$ cat config.mk
export PLATFORM = sky130hd
export DESIGN_NAME = sync_down_counter
export DESIGN_NICKNAME = d
export VERILOG_FILES = /design/src/rtl/sync_down_counter.sv
export SDC_FILE = /design/constraint.sdc
export NUM_CORES = 1
export LEC_CHECK = 0
export ABC_CLOCK_PERIOD_IN_PS = 2000
export CAP_MARGIN = 25
export CORE_ASPECT_RATIO = 0.6
export CORE_MARGIN = 1
export CORE_UTILIZATION = 45
export DETAILED_ROUTE_END_ITERATION = 6
export MAX_ROUTING_LAYER = met4
export PLACE_DENSITY_LB_ADDON = 0.2
export SLEW_MARGIN = 15
export SYNTH_ARGS = -nofsm -noshare
export SYNTH_HDL_FRONTEND = slang
export SYNTH_SLANG_ARGS = --single-unit
$ cat constraint.sdc
create_clock -name clk -period 2 [get_ports clk]
set_input_delay 0.5 -clock clk [delete_from_list [all_inputs] [get_ports clk]]
set_output_delay 0.5 -clock clk [all_outputs]
set_load 0.05 [all_outputs]
$ cat src/rtl/sync_down_counter.sv
// Loadable synchronous down counter/timer with one-shot and auto-reload modes.
// Latency: load to Q in 1 clk; tc registered, N enabled edges after a load of N.
// Backpressure: none; en gates counting, load always wins.
module sync_down_counter #(
    parameter int WIDTH = 8
) (
    input  logic             clk,
    input  logic             reset,
    input  logic             load,
    input  logic [WIDTH-1:0] load_val,
    input  logic             en,
    input  logic             auto_reload,
    output logic [WIDTH-1:0] Q,
    output logic             tc,
    output logic             busy,
    output logic             done
);

    typedef enum logic [1:0] {
        IDLE = 2'd0,
        RUN  = 2'd1,
        DONE = 2'd2
    } state_t;

    localparam logic [WIDTH-1:0] ZERO = '0;
    localparam logic [WIDTH-1:0] ONE  = {{(WIDTH-1){1'b0}}, 1'b1};

    state_t           state;
    logic [WIDTH-1:0] reload_reg;

    always_ff @(posedge clk or negedge reset) begin
        if (!reset) begin
            state      <= IDLE;
            Q          <= ZERO;
            reload_reg <= ZERO;
            tc         <= 1'b0;
        end else if (load) begin
            Q          <= load_val;
            reload_reg <= load_val;
            tc         <= 1'b0;
            state      <= (load_val != ZERO) ? RUN : IDLE;
        end else begin
            tc <= 1'b0;
            case (state)
                RUN: begin
                    if (en) begin
                        // Q==0 cannot occur in RUN; treating <=1 as terminal keeps the
                        // subtraction from ever wrapping to all-ones.
                        if (Q <= ONE) begin
                            tc <= 1'b1;
                            if (auto_reload) begin
                                Q <= reload_reg;
                            end else begin
                                Q     <= ZERO;
                                state <= DONE;
                            end
                        end else begin
                            Q <= Q - ONE;
                        end
                    end
                end
                DONE: begin
                    Q <= ZERO;
                end
                default: begin
                    state <= IDLE;
                end
            endcase
        end
    end

    assign busy = (state == RUN);
    assign done = (state == DONE);

endmodule

Yosys cells after proc, flatten, opt, wreduce, memory -nomap -nowiden
Index checks and enable logic that the tools add are counted.
{"block": "totals", "regBits": 19, "output_inout_bits": 11}
{"block": "classes", "addsub": 1, "order_cmp": 1, "n_eq_ne": 6, "muxes": 15, "n_reduce_logical": 4}
{"cell": "$mux 8", "n": 4}
{"cell": "$pmux 8 s2", "n": 1}
{"cell": "$le 8x1->1 const B", "n": 1}
{"cell": "$mux 2", "n": 4}
{"cell": "$reduce_bool 8->1", "n": 1}
{"cell": "$sub 8x1->8 const B", "n": 1}
{"cell": "$ne 3x3->1 const B", "n": 2}
{"cell": "$mux 1", "n": 5}
{"cell": "$pmux 2 s2", "n": 1}
{"cell": "$reduce_and 4->1", "n": 1}
{"cell": "$ne 3x2->1 const B", "n": 1}
{"cell": "$reduce_bool 3->1", "n": 1}
{"cell": "$eq 2x1->1 const B", "n": 1}
{"cell": "$eq 2x2->1 const B", "n": 1}
{"cell": "$ne 2x2->1 const B", "n": 1}
{"cell": "$reduce_and 2->1", "n": 1}

Longest topological paths before layout
Gate-level depths: netlist (run 1).
{"block": "depth", "ltp_word": 5, "depth_mapped": 8, "ltp_nobuf": 6}

Least setup slack after synthesis (run 1)
Ideal clock, no wire load.
{"block": "synth_path", "path_kind": "reg-to-reg", "start": "register Q[0]", "end": "register Q[1]", "setup_time_ps": 130, "arrival_ps": 2027, "required_ps": 1870, "path_slack_ps": -157, "path_stages_with_launch": 9, "period_less_slack_ps": 2157, "path_cell_list": "dfrtp_1 -> inv_1 -> ha_1 -> or2_2 -> clkbuf_1 -> and3_1 -> buf_2 -> a31oi_1 -> o21ai_0"}
{"block": "synth_via", "elab_chain_len": 5, "word_cells_on_any_way": 6, "cone_classes": "add/sub: 1; order compare: 1; mux: 4"}
{"element": "start, declared", "line_no": "13", "source": "output logic [WIDTH-1:0] Q,"}
{"element": "start signal, assigned", "line_no": "38", "source": "Q <= load_val;"}
{"element": "start signal, assigned", "line_no": "52", "source": "Q <= reload_reg;"}
{"element": "start signal, assigned", "line_no": "58", "source": "Q <= Q - ONE;"}
{"element": "$sub 8x1->8 or $le 8x1->1 (tied branches)", "line_no": "58, 49"}
{"element": "$mux 8 *", "line_no": "49", "source": "if (Q <= ONE) begin"}
{"element": "$mux 8 *", "line_no": "46", "source": "if (en) begin"}
{"element": "$pmux 8 s2 *", "line_no": "44", "source": "case (state)"}
{"element": "$mux 8 *", "line_no": "37", "source": "end else if (load) begin"}
Every way passes the cells marked *; elsewhere a longest branch is shown, timed or not. The select of a mux whose other input is x is not followed.
A chain may end at the register's enable or synchronous reset.

Worst setup path after layout (run 1)
{"block": "layout_path", "start": "register tc", "end": "output tc"}
{"element": "start, declared", "line_no": "14", "source": "output logic tc,"}
{"element": "start signal, assigned", "line_no": "36", "source": "tc <= 1'b0;"}
{"element": "start signal, assigned", "line_no": "40", "source": "tc <= 1'b0;"}
{"element": "start signal, assigned", "line_no": "43", "source": "tc <= 1'b0;"}
No word-level cell between the ends.

==> flow_summary.ini, run 1 <==
[worst_setup_path]
crit_chain = clkdlybuf4s50_1
worst-setup-path-type = reg -> out
cpLargestDelayFamily = buffers and inverters
start_kind = flip-flop
path_buf_inv = 1
worstPathArrival_ns = 1.36
slowest_delay_ns = 0.79
cp.required_ns = 1.50
critPathMaxFanout = 1
end_kind = output port
slowest_stage = clkdlybuf4s50_1

[timing]
rsz0062_at_grt = false
fin_crit_sh = 0.931
min_period_ns = 1.86
setup_ws_ns = 0.138
fin_tns_setup_ns = 0
tightest_slew_ns = 0.485
drv_slew = 0
worst_slew_margin_rel = 0.676
hold_viol_final = 0
clock_skew_ns = 0.00425
fmaxAchievable_mhz = 537
final-setup-viol-count = 0

[yosys]
yosys.area.top_type = dfrtp_1
synth_top_area_frac = 0.420
ys_ff_latch = 19
synth_edf_count = 0
post_synth.cell_area_avg_um2 = 9.06
ys_types = 41
synth.area.top_cells = dfrtp_1 (42%), o21ai_0 (6.6%), nand2_1 (5.0%), inv_1 (3.6%), a31oi_1 (3.3%)
yosysWarnings = 0
synth_fp_nets = 140
synth_seq_area_share = 0.420
syn-instance-count = 125
async_reset_ff_frac = 1.00
synthFlopType = dfrtp_1
synth_area_um2 = 1130

[floorplan]
dieArea_um2 = 2730
start_util = 0.501
die_w_um = 66.8
rows = 13
core_um2 = 2260
die_y_um = 40.9
pin_count = 24

[clock_tree]
clk_pin_slew_worst_paths_ns = 0.07
cts_setup_buffers = 0
clockBufferDepth = 2
tritoncts = built
clk_latency_ns = 0.26
cts-root-buf = clkbuf_8
cts_buffers = 3
clock-sinks = 19
h-tree-depth = 1

[power_and_ir_drop]
clkPwrFrac = 0.239
p_sw_w = 0.000414
internal_power_w = 0.000724
vdd.ir_drop.worst_uv = 436
leakage_nw = 0.632
switching_share = 0.364
power_w = 0.00114
p_comb_frac = 0.337
p_per_area_nw_per_um2 = 766
sequentialPowerShare = 0.424

[grt]
grt_max_degree = 20
grt_util_all_layers = 0.259
antenna_found_initial = 0
grt_pass1_vias = 964
grt_pass1_wl_mm = 4.71
grt.overflow.total = 0

[placement]
port_buffers = 23
dp_cells = 179
gp_congestion = 0.923
dp_hpwl_mm = 2.31
place_ws_ns = 0.0630

[outcome]
status = finished clean

[layout]
area_delta_synth_final_pct = 31.2
diodes = 0
n_fill_cell = 193
layout-drive-gt1-share = 0.229
final_cells = 183
fin_nets = 169

[job]
maxCapViolations = 0

[drt]
dr.pass1.iters = 4
via_count = 1081
route.detailed.drc = 0
drt_iter0_markers = 57
postRouteAntennaNets = 0
wirelength_mm = 2.97
wire_per_inst_um = 16.2
viasPerCell = 5.91

[worst_hold_path]
hp-class = reg -> reg
[synth_stat cells, types with 2 or more instances]
cell type and n:
a32oi_1 3, dfrtp_1 19, a31oi_1 6, ha_1 2
nor2_1 3, o21ai_0 15, inv_1 11, a2bb2oi_1 2
a21oi_1 7, clkbuf_1 5, nand3_1 2, nor4_1 2
xor2_1 2, o211ai_1 2, nand2_1 15, mux2_2 3
nand2b_1 2
[metal layers]
metal / share of wire / global-route usage
met4: 0.0044 / 0.0745
met5: 0 / -
met1: 0.45 / 0.338
met2: 0.42 / 0.386
met3: 0.12 / 0.0833
[cells by family after synthesis]
logic type | Yosys count | share of synthesized area
AND/OR/NAND/NOR | 39 | 0.209
multiplexers | 4 | 0.0387
buffers and inverters | 18 | 0.0674
AO/OA/AOI/OAI | 40 | 0.220
adder cells (fa/ha/maj) | 2 | 0.0221
XOR/XNOR | 3 | 0.0232
flip-flops | 19 | 0.420
[final timing paths]
check                      cells past startpoint            end  slack, ns          start
max                                            1             tc       0.14             tc
min                                            1  reload_reg[1]       0.52  reload_reg[1]
max reg2reg                                    6           Q[6]       0.14           Q[0]
min reg2reg                                    1  reload_reg[1]       0.52  reload_reg[1]
max in group asynchronous                      2           Q[0]       1.17          reset
min in group asynchronous                      2           Q[4]       0.60          reset
[power by group through the flow]
stage | Clock [W] | Sequential [W] | Combinational, W
after floorplan | 0 | 0.000552 | 0.000176
after global placement | 0 | 0.000484 | 0.000365
after detailed placement | 0 | 0.000487 | 0.000374
after CTS | 0.000276 | 0.000479 | 0.000374
after global routing | 0.000294 | 0.000488 | 0.000413
final | 0.000272 | 0.000482 | 0.000383
[placed cells by master, fill, tap and decap left out, drive strengths merged, types with 2 or more instances in the layout]
cell,instances
nor2,3
a31oi,6
mux2,3
nand3,3
nor4,3
ha,2
o21ai,15
a32oi,3
clkdlybuf4s50,13
a2bb2oi,2
inv,11
nand2b,2
dfrtp,19
clkbuf,4
nand2,15
or3,2
a21oi,7
o211ai,2
o31a,2
xor2,2
buf,18
[repair_timing]
item	CTS	global route
gates resized for setup	0	4
setup endpoints to repair	0	1
hold buffers	0	0
endpoints found under the hold margin	0	0
[per-stage QoR]
| step | hold slack (ns) | area (µm²) | util |
|---|---|---|---|
| 5_1_grt | 0.543 | 1490 | 0.657 |
| 2_1_floorplan | 0.204 | 1130 | - |
| 4_1_cts | 0.520 | 1470 | 0.651 |
| 3_5_place_dp | 0.504 | 1430 | 0.631 |
| 3_3_place_gp | 0.498 | 1430 | 0.631 |
| 6_report | 0.517 | 1490 | 0.657 |
[cell type report]
type / instances / area, µm² / area share
Inverter: 11 / 41.3 / 0.0278
Tap cell: 30 / 37.5 / 0.0253
Multi-Input combinational cell: 88 / 593 / 0.399
Timing Repair Buffer: 31 / 290 / 0.195
Clock buffer: 4 / 45.0 / 0.0303
Sequential cell: 19 / 478 / 0.322
No activity file was read; power rests on OpenSTA's default activity.
==> inputs of run 2 (changes only) <==
--- a/config.mk
+++ b/config.mk
@@ -5,11 +5,12 @@
 export SDC_FILE = /design/constraint.sdc
 export NUM_CORES = 1
 export LEC_CHECK = 0
-export ABC_CLOCK_PERIOD_IN_PS = 2000
+export ABC_CLOCK_PERIOD_IN_PS = 1650
 export CAP_MARGIN = 25
 export CORE_ASPECT_RATIO = 0.6
 export CORE_MARGIN = 1
 export CORE_UTILIZATION = 45
+export CTS_CLUSTER_SIZE = 25
 export DETAILED_ROUTE_END_ITERATION = 6
 export MAX_ROUTING_LAYER = met4
 export PLACE_DENSITY_LB_ADDON = 0.2
==> constraint.sdc (replaced) <==
create_clock -name clk -period 1.65 [get_ports clk]
set_input_delay 0.4125 -clock clk [delete_from_list [all_inputs] [get_ports clk]]
set_output_delay 0.4125 -clock clk [all_outputs]
set_load 0.05 [all_outputs]
==> run 2 against run 1 <==
The flow now finishes with violations (negative setup slack). Largest power group is now combinational cells. Non-clock buffer count increased by 25. Combinational power grew 120%. Critical path type is now reg -> reg. Cell area up 30%.
==> flow_summary.ini, run 2 (synthesis gave the netlist of run 1 again) <==
[power_and_ir_drop]
p_per_area_nw_per_um2 = 900
leakage_nw = 0.815
vdd.ir_drop.worst_uv = 683

[grt]
grt_pass1_wl_mm = 5.52
grt_max_degree = 22
grt_pass1_vias = 1151
antenna_found_initial = 0
grt.overflow.total = 0
grt_util_all_layers = 0.302

[drt]
wire_per_inst_um = 21.0
postRouteAntennaNets = 0
drt_iter0_markers = 117
dr.pass1.iters = 5
via_count = 1342
viasPerCell = 6.45
route.detailed.drc = 0
wirelength_mm = 4.36

[layout]
diodes = 0
mostFrequentLayoutCells = buf_4 (28), nand2_1 (15), dfrtp_1 (14), o21ai_0 (13)
area_delta_synth_final_pct = 70.4
final_core_util = 0.853
layout-drive-gt1-share = 0.438
n_fill_cell = 109
final_common_cell = buf_4
fin_nets = 194

[outcome]
status = finished with violations
violations = negative setup slack

[timing]
clock_skew_ns = 0.00366
holdWs_ns = 0.477
fin_tns_setup_ns = -0.433
tightest_slew_ns = 0.315
setup_ws_ns = -0.182
worst_slew_margin_rel = 0.788
fmaxAchievable_mhz = 546
rsz0062_at_grt = true
final-setup-viol-count = 9
min_period_ns = 1.83
fin_crit_sh = 1.11
hold_viol_final = 0
drv_slew = 0

[placement]
dp_hpwl_mm = 2.58
gp_congestion = 0.860
port_buffers = 23
place_ws_ns = -0.152

[clock_tree]
tritoncts = built
hold_buffers = 0
clock-sinks = 19
cts_buffers = 3
h-tree-depth = 1
clk_pin_slew_worst_paths_ns = 0.08
clockBufferDepth = 2
cts-root-buf = clkbuf_8
clk_latency_ns = 0.26

[floorplan]
die_y_um = 40.9
start_util = 0.501
dieArea_um2 = 2730
rows = 13
pin_count = 24
core_um2 = 2260
die_w_um = 66.8

[worst_setup_path]
worst-setup-path-type = reg -> reg
worstPathArrival_ns = 2.02
cpLargestDelayFamily = simple AND/OR/NAND/NOR gates
path_buf_inv = 1
r2r_start = Q[0]
critPathMaxFanout = 2
slowest_delay_ns = 0.46
slowest_stage = or4b_4
cp-startpoint = Q[0]
crit_chain = inv_2, ha_4, or4b_4, or3_1, a21oi_2, a2bb2oi_2
cp.required_ns = 1.84
end_kind = flip-flop
start_kind = flip-flop

[worst_hold_path]
hp-class = in -> async

[job]
maxCapViolations = 0
## run 2: changes by cell type in the layout (fill, tap and decap cells not counted), moves of 2 or more
| cell | change |
|---|---|
| buf_4 | +12 |
| buf_12 | +10 |
| buf_6 | +4 |
| dfrtp_1 | -3 |
| dfrtp_2 | +3 |
| a21oi_1 | -2 |
| a2bb2oi_1 | -2 |
| a2bb2oi_2 | +2 |
| o21ai_0 | -2 |
## run 2: final cells by class
cell class / count / area, µm² / area share
clock buffer: 4 / 45.0 / 0.0233
timing repair buffer: 56 / 616 / 0.319
tap: 30 / 37.5 / 0.0195
inverter: 11 / 43.8 / 0.0227
sequential: 19 / 482 / 0.250
multi-input combinational: 88 / 706 / 0.366
## run 2: report_power, final
part,total (W),internal (W),leakage (nW),switching [W]
Sequential,0.000572,0.000516,0.224,0.0000563
Clock,0.000339,0.000172,0.0228,0.000166
Combinational,0.000827,0.000403,0.568,0.000423
Total,0.00174,0.00109,0.815,0.000646
## run 2: routing by layer
| layer | part of all wire | up-vias | track usage |
|---|---|---|---|
| met5 | 0 | - | - |
| met4 | 0.066 | 0 | 0.0851 |
| met3 | 0.11 | 40 | 0.0528 |
| met2 | 0.46 | 121 | 0.520 |
| met1 | 0.36 | 620 | 0.378 |
| li1 | - | 561 | - |
## run 2: stage by stage
stage / area, µm² / power, W / std cells
2_1_floorplan: 1180 / 0.000915 / 125
3_3_place_gp: 1730 / 0.00122 / 198
3_5_place_dp: 1730 / 0.00125 / 198
4_1_cts: 1820 / 0.00161 / 204
5_1_grt: 1930 / 0.00178 / 208
6_report: 1930 / 0.00174 / 208
## run 2: final timing paths
kind                            slack [ns]       endpoint  cells after the start
min in group clk                      0.53  reload_reg[3]                      2
max in group asynchronous             0.94           Q[2]                      2
worst min register to register        0.53  reload_reg[3]                      2
worst min-delay path                  0.48  reload_reg[7]                      2
worst max-delay path                 -0.18           Q[6]                      6
worst max register to register       -0.18           Q[6]                      6
## run 2: repair_timing
item,4_1_cts,5_1_grt
gates resized for setup,7,16
setup endpoints to repair,9,10
buffers inserted,2,4
pin swaps,2,4
==> variant 1 (config.mk and constraints of run 2) <==
The parameter `WIDTH` goes from 8 to 9.
--- a/src/rtl/sync_down_counter.sv
+++ b/src/rtl/sync_down_counter.sv
@@ -4,3 +4,3 @@
 module sync_down_counter #(
-    parameter int WIDTH = 8
+    parameter int WIDTH = 9
 ) (
Interface: changed (resized Q and load_val); port bits go from 24 to 26. No check against the original RTL was run, so the function may have changed too.
==> variant 1 against run 2 <==
The flow finishes with violations (DRC, setup timing). Synthesized area grew 10%. Wire length fell by 6.5%. Power increased by 0.79%. Sequential power is 7.3% higher. Highest routed layer unchanged. Non-clock buffer count grew 11. Design area increased by 8.0%. Critical path type unchanged. Sequential cell count grew 2. Core utilization down 3.9 points. Setup slack better by 170 ps. Clock skew about the same.
==> variant 1: results (changes against run 2) <==
drt drc=2 (was 0); Pleak=0.0008735 uW (was 0.0008152 uW); Final #Nets=208 (was 194); GPL Wtd Cong=0.9050 (was 0.8595); most frequent cells after synthesis=21 x dfrtp_1, 8 x mux2_2, 8 x o21ai_0 (was 19 x dfrtp_1, 15 x nand2_1, 15 x o21ai_0); status=complete, but fails checks (unchanged); setup violators final=1 (was 9); Pwr per Cell Area=840.4 nW/um^2 (was 900.3 nW/um^2); IO buf count=25 (was 23); GRT Total Usage=0.2995 (was 0.3025); violated checks=DRC, setup timing (was setup timing); post-route setup slack=-13.13 ps (was -181.7 ps); setup_tns=-13.13 ps (was -433.1 ps); post-synthesis sequential area ratio=0.4217 (was 0.4199); Detailed Place HPWL=3081 um (was 2582 um); Register-to-Register Path Depth=5 (was 6); Peak VDD IR=470.5 uV (was 683.4 uV); r2r setup slk=-10 ps (was -180 ps); WHS=495.8 ps (was 477.0 ps); largest fanout on the critical path=10 (was 2); Fill cells=164 (was 109); DR pass1 iterations=7 (was 5); layout cells sized above 1=0.4869 (was 0.4382); reg2reg start=Q[5] (was Q[0]); first-pass GRT wire length=6389 um (was 5520 um); via count=1332 (was 1342); Synth cell types=43 (was 41)
## variant 1: cell types whose count changed after synthesis, sizes merged, moves of 4 or more
cell,run 2,this run
mux2,3,8
nand2,15,3
a31oi,6,1
nor3,1,5
nor2b,1,5
inv,11,7
a22oi,0,7
o21ai,15,8
## variant 1: final cells by class
type / instances / share of cell area
clock buffers: 3 / 0.01982
clock inverters: 1 / 0.003604
inverters: 7 / 0.01261
multi-input cells: 92 / 0.3610
flip-flops and latches: 21 / 0.2571
well taps: 32 / 0.01922
repair buffers: 67 / 0.3267
## variant 1: repair_timing
item                                    CTS  global route
setup buffers                             2             2
gates resized for setup                  15             5
endpoints found under the setup margin    4            11
pin swaps                                 4             1
## variant 1: where the power goes
group	switching, uW	total [uW]	internal (uW)
clock	190	361	171
sequential	43.4	614	570
combinational	389	776	386
## variant 1: worst min-delay path by stage
| stage | startpoint | to |
|---|---|---|
| after floorplan | reset | Q[0] |
| after global placement | reload_reg[8] | reload_reg[8] |
| after detailed placement | reload_reg[5] | reload_reg[5] |
| after CTS | reset | tc |
| after global routing | reset | Q[5] |
| final | reset | Q[5] |
## variant 1: cell families after synthesis
family / Yosys count / synth area share
AO/OA/AOI/OAI: 38 / 0.2129
XOR/XNOR: 3 / 0.02109
adder cells (fa/ha/maj): 2 / 0.02008
buffers and inverters: 13 / 0.04217
flip-flops: 21 / 0.4217
multiplexers: 9 / 0.08032
AND/OR/NAND/NOR: 40 / 0.2018
## variant 1: metrics by stage
stage / std cells / worst slack [ps] / total power (uW)
final: 223 / -13.13 / 1751
after global routing: 223 / -95.34 / 1811
after CTS: 221 / -0.9739 / 1726
after detailed placement: 215 / -273.5 / 1331
after global placement: 215 / -204.9 / 1320
after floorplan: 126 / -159.3 / 944.4
## variant 1: critical path, stage by stage (launching register included)
cell and delay (ps):
dfrtp_2 410, or3_4 410, nor4b_4 270, buf_6 180, nand3_2 110, a31oi_4 200
## variant 1: metal layers
metal	vias up	wire length, um	GRT usage
met5	-	0	-
met1	652	1913	0.4275
met2	59	1755	0.4308
li1	615	-	-
met3	6	361	0.06888
met4	0	48	0.07600
==> variant 2 (config.mk and constraints of run 2) <==
Without the edit above. Register the inputs `load`, `load_val`, `en` and `auto_reload` before use, without a reset. The logic sees them one clock later. Comments in the files are not updated.
--- a/src/rtl/sync_down_counter.sv
+++ b/src/rtl/sync_down_counter.sv
@@ -27,2 +27,14 @@
 
+    logic load_q;
+    logic [WIDTH-1:0] load_val_q;
+    logic en_q;
+    logic auto_reload_q;
+
+    always_ff @(posedge clk) begin
+        load_q        <= load;
+        load_val_q    <= load_val;
+        en_q          <= en;
+        auto_reload_q <= auto_reload;
+    end
+
     state_t           state;
@@ -36,7 +48,7 @@
             tc         <= 1'b0;
-        end else if (load) begin
-            Q          <= load_val;
-            reload_reg <= load_val;
+        end else if (load_q) begin
+            Q          <= load_val_q;
+            reload_reg <= load_val_q;
             tc         <= 1'b0;
-            state      <= (load_val != ZERO) ? RUN : IDLE;
+            state      <= (load_val_q != ZERO) ? RUN : IDLE;
         end else begin
@@ -45,3 +57,3 @@
                 RUN: begin
-                    if (en) begin
+                    if (en_q) begin
                         // Q==0 cannot occur in RUN; treating <=1 as terminal keeps the
@@ -50,3 +62,3 @@
                             tc <= 1'b1;
-                            if (auto_reload) begin
+                            if (auto_reload_q) begin
                                 Q <= reload_reg;
Formal check against the unedited RTL: not equivalent (Yosys sat finds a counterexample within 4 cycles, from zero or initial values and one cycle with reset low).
==> variant 2 against run 2 <==
The flow still finishes with violations (setup timing). Sequential cell count grew 11. Global-route usage down 1.0 points. Synthesized cell count is 7.2% higher. Design area up 15%. Setup slack lost 41 ps. Critical path depth is 2 lower. Power rose by 94%. Core utilization fell by 2.2 points. Synthesized area grew 20%. Wire length decreased by 6.8%. First-iteration DRC count fell by 34%. Die area increased by 19%.
==> variant 2: results (changes against run 2) <==
status=complete, but fails checks (unchanged); violated checks=setup timing (unchanged); setup violators final=9 (unchanged); Clock buf/inv share=0.06404 (was 0.02335); Register-to-Register Path Depth=4 (was 6); Placed Cells=220 (was 198); register area=703.2 um^2 (was 481.7 um^2); reg-to-reg endpoint=Q[3] (was Q[6]); # Post-CTS Setup Buffers=0 (was 2); WHS=474.5 ps (was 477.0 ps); GPL Wtd Cong=0.9054 (was 0.8595); pre-CTS setup slack=-176.5 ps (was -152.4 ps); vias per inst=5.728 (was 6.452); Pleak=0.0009781 uW (was 0.0008152 uW); post-cts resize count=4 (was 7); metal2 WL=1888 um (was 2011 um); vias in the first global route=1250 (was 1151); Slew @ Worst Pin=405.0 ps (was 315.0 ps); Peak VDD IR=1046 uV (was 683.4 uV); Syn Area/Cell=10.11 um^2 (was 9.059 um^2); post-route setup slack=-222.4 ps (was -181.7 ps); Clk Latency, worst-skew pair=280 ps (was 260 ps); largest net degree at the start of global routing=20 (was 22); first-pass GRT wire length=6437 um (was 5520 um); routed wire length per instance=17.52 um (was 20.97 um); GRT met2 Usage=0.4262 (was 0.5202); clkbuf count=6 (was 4); GRT met3 Usage=0.07973 (was 0.05278); Fill cells=137 (was 109); fraction of cell area in non-clock buffers=0.2640 (was 0.3191)
variant 2: changes by cell type in the layout (fill, tap and decap cells not counted), moves of 3 or more:
| cell | before | now |
|---|---|---|
| clkbuf_8 | 3 | 6 |
| a31oi_1 | 5 | 1 |
| a21oi_1 | 5 | 8 |
| dfxtp_1 | 0 | 11 |
| o21ai_0 | 13 | 6 |
| nand2_1 | 15 | 11 |
| o21ai_1 | 1 | 4 |
variant 2: kinds of logic (layout without fill, tap and decap cells):
family                   count (synthesis)  after routing  synth area share
multiplexers                             6              6           0.04894
flip-flops                              30             30            0.5134
AND/OR/NAND/NOR                         38             38            0.1431
AO/OA/AOI/OAI                           41             41            0.2059
adder cells (fa/ha/maj)                  4              4           0.03694
XOR/XNOR                                 1              1          0.006465
buffers and inverters                   14             72           0.04524
variant 2: power groups by stage:
stage                     Clock (uW)  Combinational [uW]  Sequential (uW)
after floorplan                    0                 452             1140
after global placement             0                1350              915
after detailed placement           0                1360              926
after CTS                        930                1390              917
after global routing             962                1610              935
final                            916                1530              928
